## config.mk

```make
export PLATFORM = sky130hd
export DESIGN_NAME = uart_tx
export DESIGN_NICKNAME = d
export VERILOG_FILES = /design/src/rtl/uart_tx.sv
export SDC_FILE = /design/constraint.sdc
export NUM_CORES = 1
export LEC_CHECK = 0
export BUFFER_PORTS_ARGS = -buffer_cell sky130_fd_sc_hd__buf_2
export CORE_MARGIN = 2
export CORE_UTILIZATION = 44
export DETAILED_ROUTE_END_ITERATION = 10
export SLEW_MARGIN = 20
export SYNTH_ARGS = -nofsm -noshare
export SYNTH_HDL_FRONTEND = slang
export SYNTH_SLANG_ARGS = --single-unit
```

## constraint.sdc

```tcl
create_clock -name clk -period 2.9 [get_ports clk]
set_input_delay 0.145 -clock clk [delete_from_list [all_inputs] [get_ports clk]]
set_output_delay 0.145 -clock clk [all_outputs]
set_load 0.1 [all_outputs]
```

## src/rtl/uart_tx.sv

```systemverilog
`timescale 1ns/1ps
// uart_tx -- 8N1 UART transmitter for the manoeuvre-FSM status telemetry link.
//
// A one-entry holding buffer sits in front of the shift register. The next
// byte can be accepted while the current frame is still shifting out, so
// frames leave back-to-back with no idle bit between them.
//
// Ports
//   clk       in   system clock (100 MHz)
//   reset     in   synchronous, active-high reset
//   tx_data   in   [7:0] byte to send, sampled only on an accept edge
//   tx_valid  in   upstream has a byte on tx_data
//   tx_ready  out  holding buffer empty; accept = tx_valid & tx_ready at posedge
//   tx        out  serial line, idle high, LSB first
//   busy      out  frame in flight or holding buffer occupied
module uart_tx #(
    parameter int CLKS_PER_BIT = 868
) (
    input  logic       clk,
    input  logic       reset,
    input  logic [7:0] tx_data,
    input  logic       tx_valid,
    output logic       tx_ready,
    output logic       tx,
    output logic       busy
);

    localparam int DATA_W = 8;
    localparam int CW = (CLKS_PER_BIT > 1) ? $clog2(CLKS_PER_BIT) : 1;
    localparam logic [CW-1:0] BAUD_LAST = CW'(CLKS_PER_BIT - 1);

    typedef enum logic [1:0] {
        IDLE  = 2'd0,
        START = 2'd1,
        DATA  = 2'd2,
        STOP  = 2'd3
    } state_t;

    state_t            state;
    logic [DATA_W-1:0] hold_data;
    logic              hold_full;
    logic [DATA_W-1:0] sh;
    logic [CW-1:0]     baud;
    logic [2:0]        bit_idx;
    logic              accept;
    logic              bit_end;

    assign tx_ready = ~hold_full;
    assign busy     = (state != IDLE) | hold_full;
    assign accept   = tx_valid & ~hold_full;
    assign bit_end  = (baud == BAUD_LAST);

    always_ff @(posedge clk) begin
        if (reset) begin
            state     <= IDLE;
            tx        <= 1'b1;
            hold_full <= 1'b0;
            baud      <= '0;
            bit_idx   <= '0;
        end else begin
            // Accept needs hold_full=0 and a load needs hold_full=1, so the
            // two never touch hold_full on the same edge.
            if (accept) begin
                hold_data <= tx_data;
                hold_full <= 1'b1;
            end

            case (state)
                IDLE: begin
                    tx <= 1'b1;
                    if (hold_full) begin
                        sh        <= hold_data;
                        hold_full <= 1'b0;
                        baud      <= '0;
                        tx        <= 1'b0;
                        state     <= START;
                    end
                end

                START: begin
                    if (bit_end) begin
                        baud    <= '0;
                        bit_idx <= '0;
                        tx      <= sh[0];
                        state   <= DATA;
                    end else begin
                        baud <= baud + CW'(1);
                    end
                end

                DATA: begin
                    if (bit_end) begin
                        baud <= '0;
                        if (bit_idx == 3'd7) begin
                            tx    <= 1'b1;
                            state <= STOP;
                        end else begin
                            // sh[1] becomes sh[0] after the shift below.
                            sh      <= sh >> 1;
                            tx      <= sh[1];
                            bit_idx <= bit_idx + 3'd1;
                        end
                    end else begin
                        baud <= baud + CW'(1);
                    end
                end

                STOP: begin
                    if (bit_end) begin
                        baud <= '0;
                        if (hold_full) begin
                            // Chain straight into the next start bit.
                            sh        <= hold_data;
                            hold_full <= 1'b0;
                            tx        <= 1'b0;
                            state     <= START;
                        end else begin
                            tx    <= 1'b1;
                            state <= IDLE;
                        end
                    end else begin
                        baud <= baud + CW'(1);
                    end
                end

                default: begin
                    tx    <= 1'b1;
                    state <= IDLE;
                end
            endcase
        end
    end

endmodule

```

==> results_dict.tcl <==
set metrics [dict create \
    finalWeightedCongestion 0.818 \
    ff2ff_path_depth 6 \
    route.met2.wl_um 1470 \
    postcts_resize_cnt 0 \
    wl_per_cell_um 14.3 \
    rsz0062_at_grt "false" \
    number_of_clock_buffers_inserted_by_tritoncts 5 \
    ys_seq_elements 33 \
    cts_root_buffer "sky130_fd_sc_hd__clkbuf_8" \
    drcViolationCount 0 \
    grt_start_max_net_pins 16 \
    status "complete, no violations" \
    clock_path_buffers 2 \
    netlist-cell-type-count 38 \
    timing.final.crit_period_ps 2470 \
    whs_path_depth 1 \
    portion_of_netlist_area_occupied_by_mux_cells_pct 1.24 \
    syn_area_um2 1620 \
    num-nets-final 190 \
    path_max_fanout 8 \
    detailroute.via_count 1181 \
    synth_simple_gate_area_share_pct 19.4 \
    final_core_util_pct 50.4 \
    period_share_pct 85.1 \
    postRouteWirelength_um 3140 \
    areaGrowthSynthToFinish_pct 12.4 \
    drt_pass1_iterations 4 \
    synth_edf_count 16 \
    dieWidth_um 64.6 \
    postRouteAntennaNets 0 \
    final_report_hold_violation_count 0 \
    cts_tree "built" \
    htree_num_levels 2 \
    worst_setup_path_category "flop to output port" \
    async_reset_ff_share_pct 0 \
    setup-tns-final_ps 0 \
    core_region_area_um2 3610 \
    starting_density_of_the_core_pct 44.8 \
    yosys_most_used_dff "sky130_fd_sc_hd__dfxtp_1" \
    worst_skew_pair.late_latency_ps 290 \
    crit_chain "inv_1 -> ha_1 -> nor2b_1 -> clkinv_1 -> buf_2" \
    syn_nets 174 \
    final_setup_violation_count 0 \
    fmax_ghz 0.405 \
    top_layer "met4" \
    buffers_inserted_during_post_cts_setup_optimization 0 \
    global_route.overflow_total 0 \
    finalMaxSlewViolations 0 \
    worst-slew-pin-transition_ps 638 \
    cp_slowest_cell "sky130_fd_sc_hd__nor2b_1" \
    synth.avg_cell_area_um2 10.5 \
    boundaryPins 14 \
    postCtsHoldBufs 0 \
    p_per_area_nw_per_um2 869 \
    dieArea_um2 4180 \
    finClkSkew_ps 4.73 \
    drive_gt1_share_pct 14.6 \
    groute.usage.overall_pct 17.7 \
    antenna_cells 0 \
    irDropWorstVdd_v 0.000636 \
    routedLengthMet1_um 1480 \
    postSynthCellCount 154 \
    largest_family_of_logic_cells_by_synthesized_area "simple AND/OR/NAND/NOR gates" \
    critPathTopFamily "buffers and inverters" \
    critPathBufInv 3 \
    power.static_leakage_uw 0.000648 \
    timing.critical_path.from_type "flop" \
    grt_pass1_wl_um 5500 \
    initial_antenna_violation_count 0 \
    maxCapViolCount 0 \
    slowest_delay_ps 490 \
    hold_ws_ps 26.7 \
    vias_per_cell 5.39 \
    via_count_of_the_first_global_routing_pass 1184 \
    cp.required_ps 2760 \
    worst_slew_margin_rel_pct 57.4 \
    numPortBuffers 13 \
    die_y_um 64.6 \
    critical_path_depth 5 \
    cp_data_arrival_time_ps 2320 \
    min_path_type "input pin to flop" \
    synthesis.yosys.warnings 0 \
    synth-compound-area-share_pct 14.1 \
    detailed_place_hpwl_um 2230 \
    dr_wl_met3_um 103 \
    dr.first_iter.drc_count 89 \
    cts_num_sinks 33 \
    yosys.area_share.adder_pct 6.97 \
    yosysSeqAreaShare_pct 50.8 \
    clk_transition_reported_paths_ps 60 \
    critPathCaptureType "output port" \
    post_synth_xor_area_fraction_pct 4.88 \
    placement_rows 22 \
]
==> flip-flops by register name, summed over array words and instances, names as in the netlist <==
| name | cells |
|---|---|
| sh | 8 |
| hold_data | 8 |
| state | 2 |
| tx | 1 |
| bit_idx | 3 |
| hold_full | 1 |
| baud | 10 |
==> synthesized netlist by cell type, types with 4 or more instances <==
library cell	instances	area, µm²
sky130_fd_sc_hd__dfxtp_1	17	340
sky130_fd_sc_hd__a211oi_1	4	30.0
sky130_fd_sc_hd__nand3_1	4	20.0
sky130_fd_sc_hd__or3_1	5	31.3
sky130_fd_sc_hd__nand2_1	11	41.3
sky130_fd_sc_hd__clkbuf_1	6	22.5
sky130_fd_sc_hd__edfxtp_1	16	480
sky130_fd_sc_hd__a22o_1	5	43.8
sky130_fd_sc_hd__ha_1	9	113
sky130_fd_sc_hd__a21oi_1	5	25.0
sky130_fd_sc_hd__nor2b_1	4	25.0
sky130_fd_sc_hd__nand2b_1	6	37.5
sky130_fd_sc_hd__xnor2_1	6	52.6
sky130_fd_sc_hd__nor2_1	16	60.1
==> worst register-to-register path, cell delays in order (launching register included) <==
cell,delay [ps]
sky130_fd_sc_hd__dfxtp_1,420
sky130_fd_sc_hd__ha_1,260
sky130_fd_sc_hd__nand4bb_1,170
sky130_fd_sc_hd__or3_1,510
sky130_fd_sc_hd__o21bai_1,210
sky130_fd_sc_hd__a211oi_1,230
sky130_fd_sc_hd__buf_4,190
==> path summary, 6_finish.rpt <==
kind,slack (ps),to,start
max,430,busy,state[0]$_SDFFE_PP0P_
min,30,hold_data[3]$_DFFE_PP_,tx_data[3]
max reg2reg,640,sh[1]$_DFFE_PP_,baud[0]$_SDFFE_PP0N_
min reg2reg,500,baud[1]$_SDFFE_PP0N_,baud[1]$_SDFFE_PP0N_
==> per-layer routing <==
metal,GRT usage [%],up-vias
met5,0,-
met2,26.7,22
met3,4.17,8
met4,11.2,0
li1,-,595
met1,22.7,556
==> layout by cell type, fill, tap and decap left out, types with 3 or more instances in the layout <==
| cell | Yosys | routed |
|---|---|---|
| sky130_fd_sc_hd__a211oi_1 | 4 | 4 |
| sky130_fd_sc_hd__a21oi_1 | 5 | 5 |
| sky130_fd_sc_hd__a22o_1 | 5 | 5 |
| sky130_fd_sc_hd__a31oi_1 | 3 | 3 |
| sky130_fd_sc_hd__buf_2 | 1 | 13 |
| sky130_fd_sc_hd__buf_4 | 0 | 3 |
| sky130_fd_sc_hd__clkbuf_8 | 0 | 5 |
| sky130_fd_sc_hd__dfxtp_1 | 17 | 17 |
| sky130_fd_sc_hd__edfxtp_1 | 16 | 16 |
| sky130_fd_sc_hd__ha_1 | 9 | 9 |
| sky130_fd_sc_hd__inv_1 | 3 | 3 |
| sky130_fd_sc_hd__nand2_1 | 11 | 11 |
| sky130_fd_sc_hd__nand2b_1 | 6 | 6 |
| sky130_fd_sc_hd__nand3_1 | 4 | 4 |
| sky130_fd_sc_hd__nand4_1 | 3 | 3 |
| sky130_fd_sc_hd__nor2_1 | 16 | 16 |
| sky130_fd_sc_hd__nor2b_1 | 4 | 4 |
| sky130_fd_sc_hd__nor3_1 | 3 | 3 |
| sky130_fd_sc_hd__o21ai_0 | 3 | 3 |
| sky130_fd_sc_hd__or3_1 | 5 | 5 |
| sky130_fd_sc_hd__xnor2_1 | 6 | 6 |
| sky130_fd_sc_hd__xor2_1 | 3 | 3 |
==> where the power goes <==
part	switching (µW)	internal [µW]	total [µW]
registers	49.9	572	622
logic	447	183	630
clock network	161	167	327
total	658	921	1580
==> layout make-up <==
cell class              count  area (µm²)
flip-flops and latches     33         821
multi-input cells         110         753
clock inverters             1        3.75
repair buffers             16        87.6
well taps                  48        60.1
inverters                   4        15.0
clock buffers               7        76.3
fillers                   346        1790
==> kinds of logic (layout without fill, tap and decap cells) <==
| family | Yosys count | after routing |
|---|---|---|
| AOI/OAI and AO/OA | 30 | 30 |
| adders and majority gates | 9 | 9 |
| muxes | 2 | 2 |
| xor gates and xnor gates | 9 | 9 |
| and+or+nand+nor | 60 | 60 |
| buffers and inverters | 11 | 28 |
| DFF | 33 | 33 |
==> through the flow <==
step / setup WS (ps) / std cells / instance area (µm²) / total power [µW]
global route: 264 / 219 / 1820 / 1670
floorplan: 321 / 154 / 1620 / 1120
global placement: 687 / 211 / 1740 / 1250
detailed placement: 622 / 211 / 1740 / 1260
CTS: 450 / 219 / 1820 / 1590
finish: 432 / 219 / 1820 / 1580
Note: power is estimated with default switching activity, not from simulation.
